File: config.mk
export PLATFORM = sky130hd
export DESIGN_NAME = dcfifo_write_control_flat
export DESIGN_NICKNAME = d
export VERILOG_FILES = /design/src/rtl/dcfifo_write_control_if.sv /design/src/rtl/dcfifo_write_control.sv /design/src/flat_wrapper.sv
export SDC_FILE = /design/constraint.sdc
export NUM_CORES = 1
export LEC_CHECK = 0
export BUFFER_PORTS_ARGS = -buffer_cell sky130_fd_sc_hd__buf_2
export CAP_MARGIN = 10
export CELL_PAD_IN_SITES_DETAIL_PLACEMENT = 1
export CELL_PAD_IN_SITES_GLOBAL_PLACEMENT = 2
export CORE_ASPECT_RATIO = 1.4
export CORE_MARGIN = 1
export CORE_UTILIZATION = 33
export CTS_CLUSTER_DIAMETER = 30
export DETAILED_ROUTE_END_ITERATION = 6
export PLACE_DENSITY = 0.81
export REMOVE_ABC_BUFFERS = 1
export SLEW_MARGIN = 20
export SYNTH_ARGS = -nofsm -noshare
export SYNTH_HDL_FRONTEND = slang
export SYNTH_SLANG_ARGS = --single-unit
File: constraint.sdc
create_clock -name clk_i -period 2.3 [get_ports clk_i]
set_input_delay 0.46 -clock clk_i [delete_from_list [all_inputs] [get_ports clk_i]]
set_output_delay 0.46 -clock clk_i [all_outputs]
set_load 0.01 [all_outputs]
File: src/rtl/dcfifo_write_control_if.sv
// dcfifo write-port bundle: request, data and the write-side full flag.
// master drives the FIFO (sequencer side); slave is the FIFO side.
interface dcfifo_write_control_if;
    logic        wrreq_o;
    logic [31:0] data_o;
    logic        wrfull_i;

    modport master (
        output wrreq_o,
        output data_o,
        input  wrfull_i
    );

    modport slave (
        input  wrreq_o,
        input  data_o,
        output wrfull_i
    );
endinterface

File: src/rtl/dcfifo_write_control.sv
// Write-side burst sequencer for the dual-clock FIFO example: pushes BURST_LEN pattern words, stalls on full.
// Define DCFIFO_WRCTL_LFSR_EN for a 32-bit Fibonacci LFSR pattern; the default is an incrementing counter.
module dcfifo_write_control #(
    parameter int unsigned BURST_LEN = 256,
    parameter logic [31:0] DATA_SEED = 32'h0000_0001
) (
    input  logic                   clk_i,
    input  logic                   reset_n_i,
    input  logic                   start_i,
    dcfifo_write_control_if.master fifo_wr,
    output logic                   busy_o,
    output logic                   done_o,
    output logic [8:0]             word_count_o
);

`ifdef DCFIFO_WRCTL_LFSR_EN
    // An all-zero LFSR state would lock up, so a zero seed is substituted.
    localparam logic [31:0] SEED_EFF = (DATA_SEED == 32'h0000_0000) ? 32'h0000_0001 : DATA_SEED;
`else
    localparam logic [31:0] SEED_EFF = DATA_SEED;
`endif

    localparam logic [8:0] LAST_COUNT = 9'(BURST_LEN);

    typedef enum logic [1:0] {
        IDLE  = 2'd0,
        WRITE = 2'd1,
        DONE  = 2'd2
    } state_t;

    state_t      state_q, state_d;
    logic [31:0] data_q, data_d;
    logic [8:0]  count_q, count_d;
    logic        accept;

    function automatic logic [31:0] next_word(input logic [31:0] d);
`ifdef DCFIFO_WRCTL_LFSR_EN
        return {d[30:0], d[31] ^ d[21] ^ d[1] ^ d[0]};
`else
        return d + 32'd1;
`endif
    endfunction

    always_ff @(posedge clk_i or negedge reset_n_i) begin
        if (!reset_n_i) begin
            state_q <= IDLE;
        end else begin
            state_q <= state_d;
        end
    end

    always_ff @(posedge clk_i or negedge reset_n_i) begin
        if (!reset_n_i) begin
            data_q  <= SEED_EFF;
            count_q <= '0;
        end else begin
            data_q  <= data_d;
            count_q <= count_d;
        end
    end

    always_comb begin
        state_d = state_q;
        data_d  = data_q;
        count_d = count_q;
        accept  = 1'b0;
        case (state_q)
            IDLE: begin
                if (start_i) begin
                    state_d = WRITE;
                    data_d  = SEED_EFF;
                    count_d = '0;
                end
            end
            WRITE: begin
                // A full FIFO freezes data and count so the stalled word is re-presented on resume.
                accept = !fifo_wr.wrfull_i;
                if (accept) begin
                    data_d  = next_word(data_q);
                    count_d = count_q + 9'd1;
                    if (count_d == LAST_COUNT) begin
                        state_d = DONE;
                    end
                end
            end
            DONE: begin
                state_d = IDLE;
            end
            default: begin
                state_d = IDLE;
                data_d  = SEED_EFF;
                count_d = '0;
            end
        endcase
    end

    assign fifo_wr.wrreq_o = accept;
    assign fifo_wr.data_o  = data_q;
    assign word_count_o    = count_q;
    assign busy_o          = (state_q == WRITE) || (state_q == DONE);
    assign done_o          = (state_q == DONE);

    a_no_write_when_full: assert property (@(posedge clk_i) disable iff (!reset_n_i)
        !(fifo_wr.wrreq_o && fifo_wr.wrfull_i));

    a_count_in_range: assert property (@(posedge clk_i) disable iff (!reset_n_i)
        word_count_o <= LAST_COUNT);

endmodule

File: src/flat_wrapper.sv
// flat-port wrapper written by rule: the top's interface ports become plain ports
module dcfifo_write_control_flat 
#(
    parameter int unsigned BURST_LEN = 256,
    parameter logic [31:0] DATA_SEED = 32'h0000_0001
)
  (clk_i, reset_n_i, start_i, busy_o, done_o, word_count_o, fifo_wr_wrreq_o, fifo_wr_data_o, fifo_wr_wrfull_i);
  dcfifo_write_control_if fifo_wr_i ();
  input  logic clk_i;
  input  logic reset_n_i;
  input  logic start_i;
  output logic busy_o;
  output logic done_o;
  output logic [8:0] word_count_o;
  output wire logic [$bits(fifo_wr_i.wrreq_o)-1:0] fifo_wr_wrreq_o;
  output wire logic [$bits(fifo_wr_i.data_o)-1:0] fifo_wr_data_o;
  input wire logic [$bits(fifo_wr_i.wrfull_i)-1:0] fifo_wr_wrfull_i;
  assign fifo_wr_wrreq_o = fifo_wr_i.wrreq_o;
  assign fifo_wr_data_o = fifo_wr_i.data_o;
  assign fifo_wr_i.wrfull_i = fifo_wr_wrfull_i;
  dcfifo_write_control #(.BURST_LEN(BURST_LEN), .DATA_SEED(DATA_SEED)) u_core (.clk_i(clk_i), .reset_n_i(reset_n_i), .start_i(start_i), .fifo_wr(fifo_wr_i), .busy_o(busy_o), .done_o(done_o), .word_count_o(word_count_o));
endmodule
=== After elaboration in Yosys (flattened, before gate mapping) ===
Index checks and enable logic that the tools add are counted.

* Register bits: 43
* Input port bits: 4
* Output and inout port bits: 44
* Word-level logic and storage cells: 28

* Add/subtract/negate cells: 2
* Eq/ne operators: 6
* Mux-type cells: 11
* Bitwise logic cells: 1
* Reduce and logical (&&, ||, !) cells: 5

{| class="wikitable"
|+ Operators by type and width
! cell !! count
|-
| one-hot mux 32 bit (3 select lines) || 1
|-
| 2-to-1 mux 32 bit || 2
|-
| adder 32 x 1 -> 32 bit, second input constant || 1
|-
| one-hot mux 9 bit (3 select lines) || 1
|-
| 2-to-1 mux 9 bit || 2
|-
| adder 9 x 1 -> 9 bit, second input constant || 1
|-
| == test 9 bit, second input constant || 1
|-
| 2-to-1 mux 2 bit || 3
|-
| AND reduction 3 bit || 2
|-
| != test 2 bit, second input constant || 2
|-
| one-hot mux 2 bit (2 select lines) || 1
|-
| == test 2 x 1 -> 1 bit, second input constant || 1
|-
| == test 2 bit, second input constant || 1
|-
| zero test 2 bit || 1
|-
| != test 2 x 1 -> 1 bit, second input constant || 1
|-
| zero test 1 bit || 1
|-
| logical OR 1 bit || 1
|-
| 2-to-1 mux 1 bit || 1
|-
| inverter 1 bit || 1
|}

=== Longest topological paths before layout ===
Gate-level depths: netlist (run 1).

* Word-level depth: 5
* Depth in mapped cells: 9
* Gate-level depth less buffers: 7

=== Worst setup path before layout (run 1) ===
OpenSTA, ideal clock, no wires.

* Kind: register to register
* Start point: register u_core.state_q[0]
* End point: register u_core.data_q[31], in the netlist u_core.fifo_wr.data_o[31]
* Data arrival time: 1.964 ns
* Required time: 2.222 ns
* Path slack: 0.258 ns
* Cell stages (with the launch flop): 8
* Buffers on the path: 1
* Cells stage by stage: dfrtp_1 > ha_1 > clkbuf_1 > nand2_1 > nand4_1 > or3_4 > or4_1 > a21oi_1

* Longest elaborated chain between the ends: 3
* Elaborated cells between the ends (all ways): 8

{| class="wikitable"
|+ RTL lines
! element !! line !! text
|-
| start: declaration || dcfifo_write_control.sv:31 || <nowiki>state_t state_q, state_d;</nowiki>
|-
| start signal: assignment || dcfifo_write_control.sv:48 || <nowiki>state_q <= state_d;</nowiki>
|-
| == test 2 x 1 -> 1 bit, or another cell as far along || dcfifo_write_control.sv:67 || <nowiki>case (state_q)</nowiki>
|-
| != test 2 bit (no line) / inverter 1 bit (equally long branches) || -- ||
|-
| AND reduction 3 bit (no line) || -- ||
|-
| end signal: assignment || dcfifo_write_control.sv:57 || <nowiki>data_q <= data_d;</nowiki>
|-
| end: declaration || dcfifo_write_control.sv:32 || <nowiki>logic [31:0] data_q, data_d;</nowiki>
|}

Parallel ways exist; a longest one is shown, timed or not.
A chain may end at the register's enable or synchronous reset.

=== Worst setup path in the final report (run 1) ===
* Start point: register u_core.data_q[6], in the netlist u_core.fifo_wr.data_o[6]
* End point: register u_core.data_q[31], in the netlist u_core.fifo_wr.data_o[31]

* Longest elaborated chain between the ends: 3

{| class="wikitable"
|+ RTL lines
! element !! line !! text
|-
| adder 32 x 1 -> 32 bit || dcfifo_write_control.sv:40 || <nowiki>return d + 32'd1;</nowiki>
|-
| 2-to-1 mux 32 bit || dcfifo_write_control.sv:78 || <nowiki>if (accept) begin</nowiki>
|-
| one-hot mux 32 bit (3 select lines) || dcfifo_write_control.sv:67 ||
|}

No other way between the ends. The select of a mux whose other input is x is not followed.

==> results.cfg, run 1 <==
[clocking]
cts_setup_buffers = 0
root_buffer = clkbuf_8
cts-resized-gates = 0
h-tree-depth = 2
cts_sinks = 43
cts_tree = yes
clk_transition_reported_paths_ns = 0.08
ctsHoldBuffers = 0
insertion_delay_ns = 0.29
cts_inserted_buffers = 5
clock_path_buffers = 2

[yosys]
synth_cell_type_count = 35
synth_cells = 257
yosysSeqAreaShare = 0.458
synth_seq_cells = 43
yosysWarningCount = 0
syn_area_per_cell_sq_um = 9.15
syn_area_sq_mm = 0.00235

[floorplan]
initial_core_util = 0.339
dieArea_sq_mm = 0.00747
rows = 36
die_height_um = 102
ios = 48
die_x_um = 73.3
core-area_sq_mm = 0.00694

[drt]
firstDrtPassIters = 4
drc_errors = 0
via_count = 2104
wire_per_inst_um = 14.9
totalWireLength_mm = 6.10
ant_nets = 0
via_per_inst = 5.13
drt_iter0_drc = 72

[setup_path]
cp_data_required_time_ns = 2.52
crit_fanout = 8
rr_endpoint = u_core.fifo_wr.data_o[31]
cp-start-kind = flip-flop
rr_startpoint = u_core.fifo_wr.data_o[6]
reg2reg_slack_ns = 0.23
worstPathArrival_ns = 2.29
crit_path_end_kind = flip-flop
worstSetupPathType = reg2reg
r2r_cells = 5

[min_path]
hp-class = in2async

[sta]
grt_setup_unrepaired = no
slew_headroom = 0.633
finalCritPeriodShare = 0.900
worst_slack_ns = 0.230
hold_ws_ns = 0.145
final-setup-viol-count = 0
worst_clock_skew_ns = 0.00317
hold_violations = 0
timing.fmax_ghz = 0.483
slew_violations = 0
period_needed_ns = 2.07
worst-slew-pin-transition_ns = 0.550

[global_routing]
grt_first_pass_wirelength_mm = 10.4
grt_pass1_vias = 2139
grt_use_met2 = 0.323
gr-usage-met1 = 0.209
grt.busiest_layer = met2
grtUsageMet3 = 0.0325
grt_max_degree = 31
antenna_found_initial = 0
grt_usage = 0.178
grt-ovfl-total = 0

[finish]
nNetsFinal = 324
area_growth_pct = 21.7
final_common_cell = buf_2
drive_gt1_frac = 0.232
fillers = 862
final_cell_mix = buf_2, dfrtp_1, nor2_1, nand2_1
post-route-util = 0.412
stdcell_count = 410
antenna_cells = 0

[pwr]
power_density_mw_per_mm2 = 678
vdd_ir_drop_max_uv = 346
total_power_mw = 1.94
leakage_nw = 1.34

[placement]
placedCellCount = 402
dp_hpwl_mm = 4.59
dp_slack_ns = 0.239
port_buffers = 47
place.gp.congestion = 0.748

[outcome]
outcome = complete, no violations

[flow_run]
maxCapViolCount = 0
## registers in the layout (all words and copies together), names as in the netlist
register / cells
u_core.word_count_o: 9
u_core.state_q: 2
u_core.fifo_wr.data_o: 32
## critical path, cell delays in order, from the launching register on
cell     delay, ns
dfrtp_1       0.45
nand4_2       0.17
or3_4         0.42
or3_4         0.41
or4_1         0.41
a21oi_1       0.15
## kinds of logic after synthesis
kind of cell / Yosys count / synth area share
adders and majority gates: 6 / 0.0319
DFF: 43 / 0.458
muxes: 1 / 0.00426
AOI/OAI and AO/OA: 32 / 0.0878
and+or+nand+nor: 129 / 0.285
buffers and inverters: 18 / 0.0287
xor gates and xnor gates: 28 / 0.104
## worst max path at each step
stage,start,endpoint,slack (ns),cells past startpoint
floorplan,u_core.state_q[0],u_core.fifo_wr.data_o[10],-0.28,5
global placement,u_core.fifo_wr.data_o[7],u_core.fifo_wr.data_o[31],0.27,5
detailed placement,u_core.fifo_wr.data_o[6],u_core.fifo_wr.data_o[31],0.24,5
CTS,u_core.fifo_wr.data_o[6],u_core.fifo_wr.data_o[31],0.22,5
global route,u_core.fifo_wr.data_o[6],u_core.fifo_wr.data_o[31],0.10,5
finish,u_core.fifo_wr.data_o[6],u_core.fifo_wr.data_o[31],0.23,5
## power breakdown
group / switching, mW / internal [mW]
sequential: 0.0634 / 0.812
clock: 0.261 / 0.214
combinational: 0.381 / 0.208
total: 0.705 / 1.23
## through the flow
| stage | setup TNS [ns] | instance area [sq um] |
|---|---|---|
| floorplan | -8.11 | 2320 |
| global placement | 0 | 2780 |
| detailed placement | 0 | 2780 |
| CTS | 0 | 2860 |
| global route | 0 | 2860 |
| finish | 0 | 2860 |
## cell usage after synthesis (all sizes together)
| cell type | number | area, sq um |
|---|---|---|
| a21o | 1 | 7.51 |
| a2bb2oi | 1 | 8.76 |
| xor2 | 9 | 78.8 |
| mux2i | 1 | 10.0 |
| nand2 | 23 | 86.3 |
| nor2 | 31 | 116 |
| nor3 | 13 | 65.1 |
| a22oi | 1 | 7.51 |
| o211a | 1 | 10.0 |
| a31o | 1 | 8.76 |
| o21ai | 10 | 50.1 |
| dfrtp | 42 | 1050 |
| nand2b | 2 | 12.5 |
| nand4 | 11 | 81.3 |
| xnor2 | 19 | 166 |
| o31ai | 3 | 22.5 |
| and4 | 5 | 43.8 |
| or3 | 6 | 47.5 |
| a41oi | 1 | 8.76 |
| or2 | 1 | 6.26 |
| nor2b | 1 | 6.26 |
| o21a | 1 | 7.51 |
| ha | 6 | 75.1 |
| and3 | 4 | 25.0 |
| inv | 9 | 33.8 |
| a21oi | 8 | 40.0 |
| and2 | 3 | 18.8 |
| dfstp | 1 | 26.3 |
| a22o | 4 | 35.0 |
| clkbuf | 9 | 33.8 |
| nand3 | 19 | 95.1 |
| nor4 | 8 | 50.1 |
| or4 | 2 | 15.0 |
## layout make-up
cell class,instances,area (sq um),area share
inverters,9,33.8,0.0118
clock buffers,7,76.3,0.0267
repair buffers,59,338,0.118
clock inverters,1,5.00,0.00175
flip-flops and latches,43,1080,0.377
multi-input cells,196,1210,0.423
well taps,95,119,0.0416
## routing by layer
layer | up-vias | share of wire
met4 | 0 | 0.013
li1 | 1017 | -
met5 | - | 0
met3 | 6 | 0.041
met1 | 1037 | 0.41
met2 | 44 | 0.54
Note: power is estimated with default switching activity, not from simulation.
==> run 2, diff against run 1 <==
--- a/config.mk
+++ b/config.mk
@@ -5,16 +5,18 @@
 export SDC_FILE = /design/constraint.sdc
 export NUM_CORES = 1
 export LEC_CHECK = 0
+export ABC_AREA = 1
 export BUFFER_PORTS_ARGS = -buffer_cell sky130_fd_sc_hd__buf_2
 export CAP_MARGIN = 10
 export CELL_PAD_IN_SITES_DETAIL_PLACEMENT = 1
 export CELL_PAD_IN_SITES_GLOBAL_PLACEMENT = 2
 export CORE_ASPECT_RATIO = 1.4
 export CORE_MARGIN = 1
-export CORE_UTILIZATION = 33
+export CORE_UTILIZATION = 32
+export CTS_BUF_LIST = sky130_fd_sc_hd__clkbuf_2 sky130_fd_sc_hd__clkbuf_4 sky130_fd_sc_hd__clkbuf_8
 export CTS_CLUSTER_DIAMETER = 30
 export DETAILED_ROUTE_END_ITERATION = 6
-export PLACE_DENSITY = 0.81
+export PLACE_DENSITY = 0.84
 export REMOVE_ABC_BUFFERS = 1
 export SLEW_MARGIN = 20
 export SYNTH_ARGS = -nofsm -noshare
==> results.cfg, run 2 <==
[floorplan]
initial_core_util = 0.332
dieArea_sq_mm = 0.00894
ios = 48
die_x_um = 80.2
die_height_um = 111
core-area_sq_mm = 0.00825
rows = 39

[pwr]
leakage_nw = 1.55
total_power_mw = 2.09
power_density_mw_per_mm2 = 648
vdd_ir_drop_max_uv = 337

[sta]
hold_violations = 0
finalCritPeriodShare = 0.887
period_needed_ns = 2.04
grt_setup_unrepaired = no
slew_violations = 0
worst-slew-pin-transition_ns = 0.673
worst_clock_skew_ns = 0.0105
slew_headroom = 0.551
timing.fmax_ghz = 0.490
final.setup.tns_ns = 0
final-setup-viol-count = 0

[yosys]
synth_edf_count = 0
syn_area_per_cell_sq_um = 7.03
synth_cell_type_count = 32
yosysSeqAreaShare = 0.393
ys.flop_type = dfrtp_1
synthTopCellsByArea = dfrtp_1, nand2_1, nor2_1
synth_seq_cells = 43
yosysMostFrequentCell = nand2_1
yosysWarningCount = 0
synth_area_leader_cell = dfrtp_1
synth_cells = 390
async_flop_share = 1.00
synth.top_cell.area_share = 0.384
syn_area_sq_mm = 0.00274
synth_common_cells = nand2_1, nor2_1, dfrtp_1, inv_1, nand3_1

[drt]
drt_iter0_drc = 66
via_count = 2732
wire_per_inst_um = 15.2
via_per_inst = 4.98
drc_errors = 0
ant_nets = 0
totalWireLength_mm = 8.32
firstDrtPassIters = 4

[clocking]
cts_inserted_buffers = 5
cts_setup_buffers = 0
ctsHoldBuffers = 0
clock_path_buffers = 2
h-tree-depth = 2
clk_transition_reported_paths_ns = 0.08
root_buffer = clkbuf_8
cts_sinks = 43
cts_tree = yes
insertion_delay_ns = 0.32
cts-resized-gates = 0

[finish]
final_common_cell = nand2_1
drive_gt1_frac = 0.188
nNetsFinal = 456
largest_register_ffs = 32
fillers = 1101
antenna_cells = 0
final_cell_mix = nand2_1, nor2_1, buf_2, dfrtp_1, inv_1
area_growth_pct = 17.4
stdcell_count = 549

[setup_path]
cp-start-kind = flip-flop
rr_startpoint = u_core.state_q[0]
crit_path_end_kind = flip-flop
crit_start = u_core.state_q[0]
cp_data_required_time_ns = 2.54
worstPathArrival_ns = 2.28
crit_fanout = 11
worstSetupPathType = reg2reg

[outcome]
outcome = complete, no violations

[global_routing]
grt-ovfl-total = 0
grt_pass1_vias = 2852
grt_usage = 0.203
antenna_found_initial = 0
grt_first_pass_wirelength_mm = 14.0
grt_max_degree = 30

[placement]
place.gp.congestion = 0.821
placedCellCount = 541
port_buffers = 47
dp_hpwl_mm = 6.62

[flow_run]
maxCapViolCount = 0

[min_path]
hp-class = in2async
==> run 2: power breakdown <==
| group | switching (mW) | total [mW] | internal, mW |
|---|---|---|---|
| clock | 0.289 | 0.514 | 0.225 |
| sequential | 0.0754 | 0.892 | 0.816 |
| combinational | 0.464 | 0.681 | 0.218 |
==> run 2: cells by family after synthesis <==
kind of cell               Yosys count  synth area share
and+or+nand+nor                    249             0.410
buffers and inverters               46            0.0671
DFF                                 43             0.393
AOI/OAI and AO/OA                   41            0.0863
adders and majority gates            6            0.0274
xor gates and xnor gates             5            0.0160
==> run 2: cell type report <==
cell class              instances  area (sq um)  share of cell area
repair buffers                 55           295              0.0918
clock buffers                   6          76.3              0.0237
well taps                     102           128              0.0397
inverters                      40           150              0.0467
flip-flops and latches         43          1080               0.335
multi-input cells             301          1480               0.460
clock inverters                 2          12.5             0.00389
==> run 2: worst paths after layout <==
| path | end | slack, ns | cells after the start |
|---|---|---|---|
| hold / removal | u_core.fifo_wr.data_o[10] | 0.17 | 1 |
| setup / recovery | u_core.fifo_wr.data_o[19] | 0.26 | 12 |
| min in group clk_i | u_core.fifo_wr.data_o[9] | 0.53 | 1 |
| setup reg to reg | u_core.fifo_wr.data_o[19] | 0.26 | 12 |
| max in group asynchronous | u_core.fifo_wr.data_o[16] | 1.50 | 2 |
| hold reg to reg | u_core.fifo_wr.data_o[9] | 0.53 | 1 |
==> run 2: per-layer routing <==
layer / wire length (um) / GRT usage / vias up
met5: 0 / 0 / -
met3: 238 / 0.0352 / 14
met1: 3380 / 0.228 / 1317
li1: - / - / 1357
met2: 4530 / 0.375 / 44
met4: 179 / 0.0714 / 0
==> run 2: worst max-delay path, stage by stage, from the launching register on <==
cell     delay [ns]
dfrtp_1        0.38
inv_1          0.08
ha_1           0.24
nand2_2        0.10
nand3_2        0.24
buf_4          0.26
nor2_8         0.10
nand2_4        0.07
nor2_4         0.15
nand3_1        0.12
nand2_1        0.08
nand2_1        0.05
nor2_1         0.10
==> run 2: stage by stage <==
stage,hold WS [ns],setup slack [ns],util,cell area (sq um)
final,0.172,0.261,0.390,3220
after global routing,0.216,0.0652,0.390,3220
after CTS,0.196,0.237,0.390,3220
after detailed placement,0.524,0.274,0.379,3130
after global placement,0.520,0.374,0.379,3130
after floorplan,0.164,0.0673,-,2710
==> run 3, diff against run 2 <==
--- a/config.mk
+++ b/config.mk
@@ -10,12 +10,12 @@
 export CAP_MARGIN = 10
 export CELL_PAD_IN_SITES_DETAIL_PLACEMENT = 1
 export CELL_PAD_IN_SITES_GLOBAL_PLACEMENT = 2
-export CORE_ASPECT_RATIO = 1.4
 export CORE_MARGIN = 1
 export CORE_UTILIZATION = 32
 export CTS_BUF_LIST = sky130_fd_sc_hd__clkbuf_2 sky130_fd_sc_hd__clkbuf_4 sky130_fd_sc_hd__clkbuf_8
 export CTS_CLUSTER_DIAMETER = 30
 export DETAILED_ROUTE_END_ITERATION = 6
+export GPL_ROUTABILITY_DRIVEN = 0
 export PLACE_DENSITY = 0.84
 export REMOVE_ABC_BUFFERS = 1
 export SLEW_MARGIN = 20
==> results.cfg, run 3 (synthesis results as in run 2) <==
[outcome]
outcome = complete, no violations

[clocking]
cts_setup_buffers = 0
insertion_delay_ns = 0.30
ctsHoldBuffers = 0
clk_transition_reported_paths_ns = 0.09
cts-resized-gates = 0
cts_sinks = 43
cts_tree = yes
cts_inserted_buffers = 5
clock_path_buffers = 2
root_buffer = clkbuf_8
h-tree-depth = 2

[pwr]
power.switching_mw = 0.813
power.internal_mw = 1.25
p_clk_frac = 0.249
power_frac_seq = 0.438
leakage_nw = 1.55
vdd_ir_drop_max_uv = 359
total_power_mw = 2.07
pwr-share-comb = 0.313
sw_frac_of_total = 0.394
power_density_mw_per_mm2 = 641

[setup_path]
rr_endpoint = u_core.fifo_wr.data_o[19]
cp_data_required_time_ns = 2.54
worstPathArrival_ns = 2.18
worstSetupPathType = reg2reg
reg2reg_slack_ns = 0.35
crit_fanout = 12
r2r_cells = 13
crit_end = u_core.fifo_wr.data_o[19]
cp-start-kind = flip-flop
crit_path_end_kind = flip-flop
crit_start = u_core.state_q[1]
rr_startpoint = u_core.state_q[1]

[floorplan]
dieArea_sq_mm = 0.00894
core-area_sq_mm = 0.00826
die_x_um = 94.5
ios = 48
rows = 33
die_height_um = 94.5
initial_core_util = 0.332

[finish]
nNetsFinal = 454
final_common_cell = nand2_1
stdcell_count = 550
largest_register_ffs = 32
fillers = 1096
antenna_cells = 0
final_cell_mix = nand2_1, nor2_1, buf_2, dfrtp_1, inv_1
drive_gt1_frac = 0.184
area_growth_pct = 17.5

[sta]
worst_slack_ns = 0.353
finalCritPeriodShare = 0.847
slew_violations = 0
slew_headroom = 0.672
grt_setup_unrepaired = no
hold_ws_ns = 0.124
final.setup.tns_ns = 0
timing.fmax_ghz = 0.514
worst_clock_skew_ns = 0.00408
period_needed_ns = 1.95
hold_violations = 0
final-setup-viol-count = 0
worst-slew-pin-transition_ns = 0.491

[global_routing]
grt-ovfl-total = 0
grt_max_degree = 44
grt_first_pass_wirelength_mm = 13.8
grt_usage = 0.200
grt_pass1_vias = 2821
antenna_found_initial = 0

[drt]
via_per_inst = 4.96
drc_errors = 0
ant_nets = 0
firstDrtPassIters = 4
totalWireLength_mm = 8.09
drt_iter0_drc = 79
via_count = 2728
wire_per_inst_um = 14.7

[flow_run]
maxCapViolCount = 0

[min_path]
hp-class = in2async

[placement]
placedCellCount = 542
dp_slack_ns = 0.380
port_buffers = 47
dp_hpwl_mm = 6.28
==> run 3: worst min path at each step <==
stage              start                        end  slack (ns)  cells after the start
2_1_floorplan  reset_n_i  u_core.fifo_wr.data_o[10]        0.16                      0
3_3_place_gp   reset_n_i   u_core.fifo_wr.data_o[8]        0.47                      2
3_5_place_dp   reset_n_i   u_core.fifo_wr.data_o[8]        0.46                      2
4_1_cts        reset_n_i   u_core.fifo_wr.data_o[8]        0.14                      2
5_1_grt        reset_n_i   u_core.fifo_wr.data_o[8]        0.15                      2
6_report       reset_n_i   u_core.fifo_wr.data_o[5]        0.12                      2
==> run 3: critical path, cell delays in order, from the launching register on <==
cell and delay [ns]:
dfrtp_1 0.36, inv_1 0.08, ha_1 0.20, buf_4 0.19, nand2_2 0.08, nand3_2 0.09, buf_4 0.20, nor2_8 0.11
nand2_4 0.06, nor2_4 0.15, nand3_1 0.13, nand2_1 0.09, nand2_1 0.05, nor2_1 0.10
==> run 3: per-layer routing <==
metal / track usage / up-vias / part of all wire
met4: 0.0455 / 0 / 0.010
met2: 0.337 / 41 / 0.47
li1: - / 1354 / -
met3: 0.0274 / 5 / 0.030
met1: 0.271 / 1328 / 0.49
met5: 0 / - / 0
==> run 3: power groups by stage <==
| stage | logic (mW) | clock network [mW] | registers, mW |
|---|---|---|---|
| after floorplan | 0.366 | 0 | 0.922 |
| after global placement | 0.639 | 0 | 0.918 |
| after detailed placement | 0.654 | 0 | 0.918 |
| after CTS | 0.658 | 0.533 | 0.904 |
| after global routing | 0.731 | 0.563 | 0.914 |
| final | 0.646 | 0.515 | 0.904 |
==> run 3: cell type report <==
cell class              instances  area (sq um)  share of cell area
repair buffers                 53           293              0.0909
clock buffers                   6          76.3              0.0237
well taps                     105           131              0.0408
flip-flops and latches         43          1080               0.335
inverters                      40           150              0.0466
multi-input cells             301          1480               0.459
clock inverters                 2          12.5             0.00389
==> run 3: per-stage QoR <==
step	utilization	area, sq um
2_1_floorplan	-	2710
3_3_place_gp	0.379	3130
3_5_place_dp	0.379	3130
4_1_cts	0.390	3220
5_1_grt	0.390	3220
6_report	0.390	3220
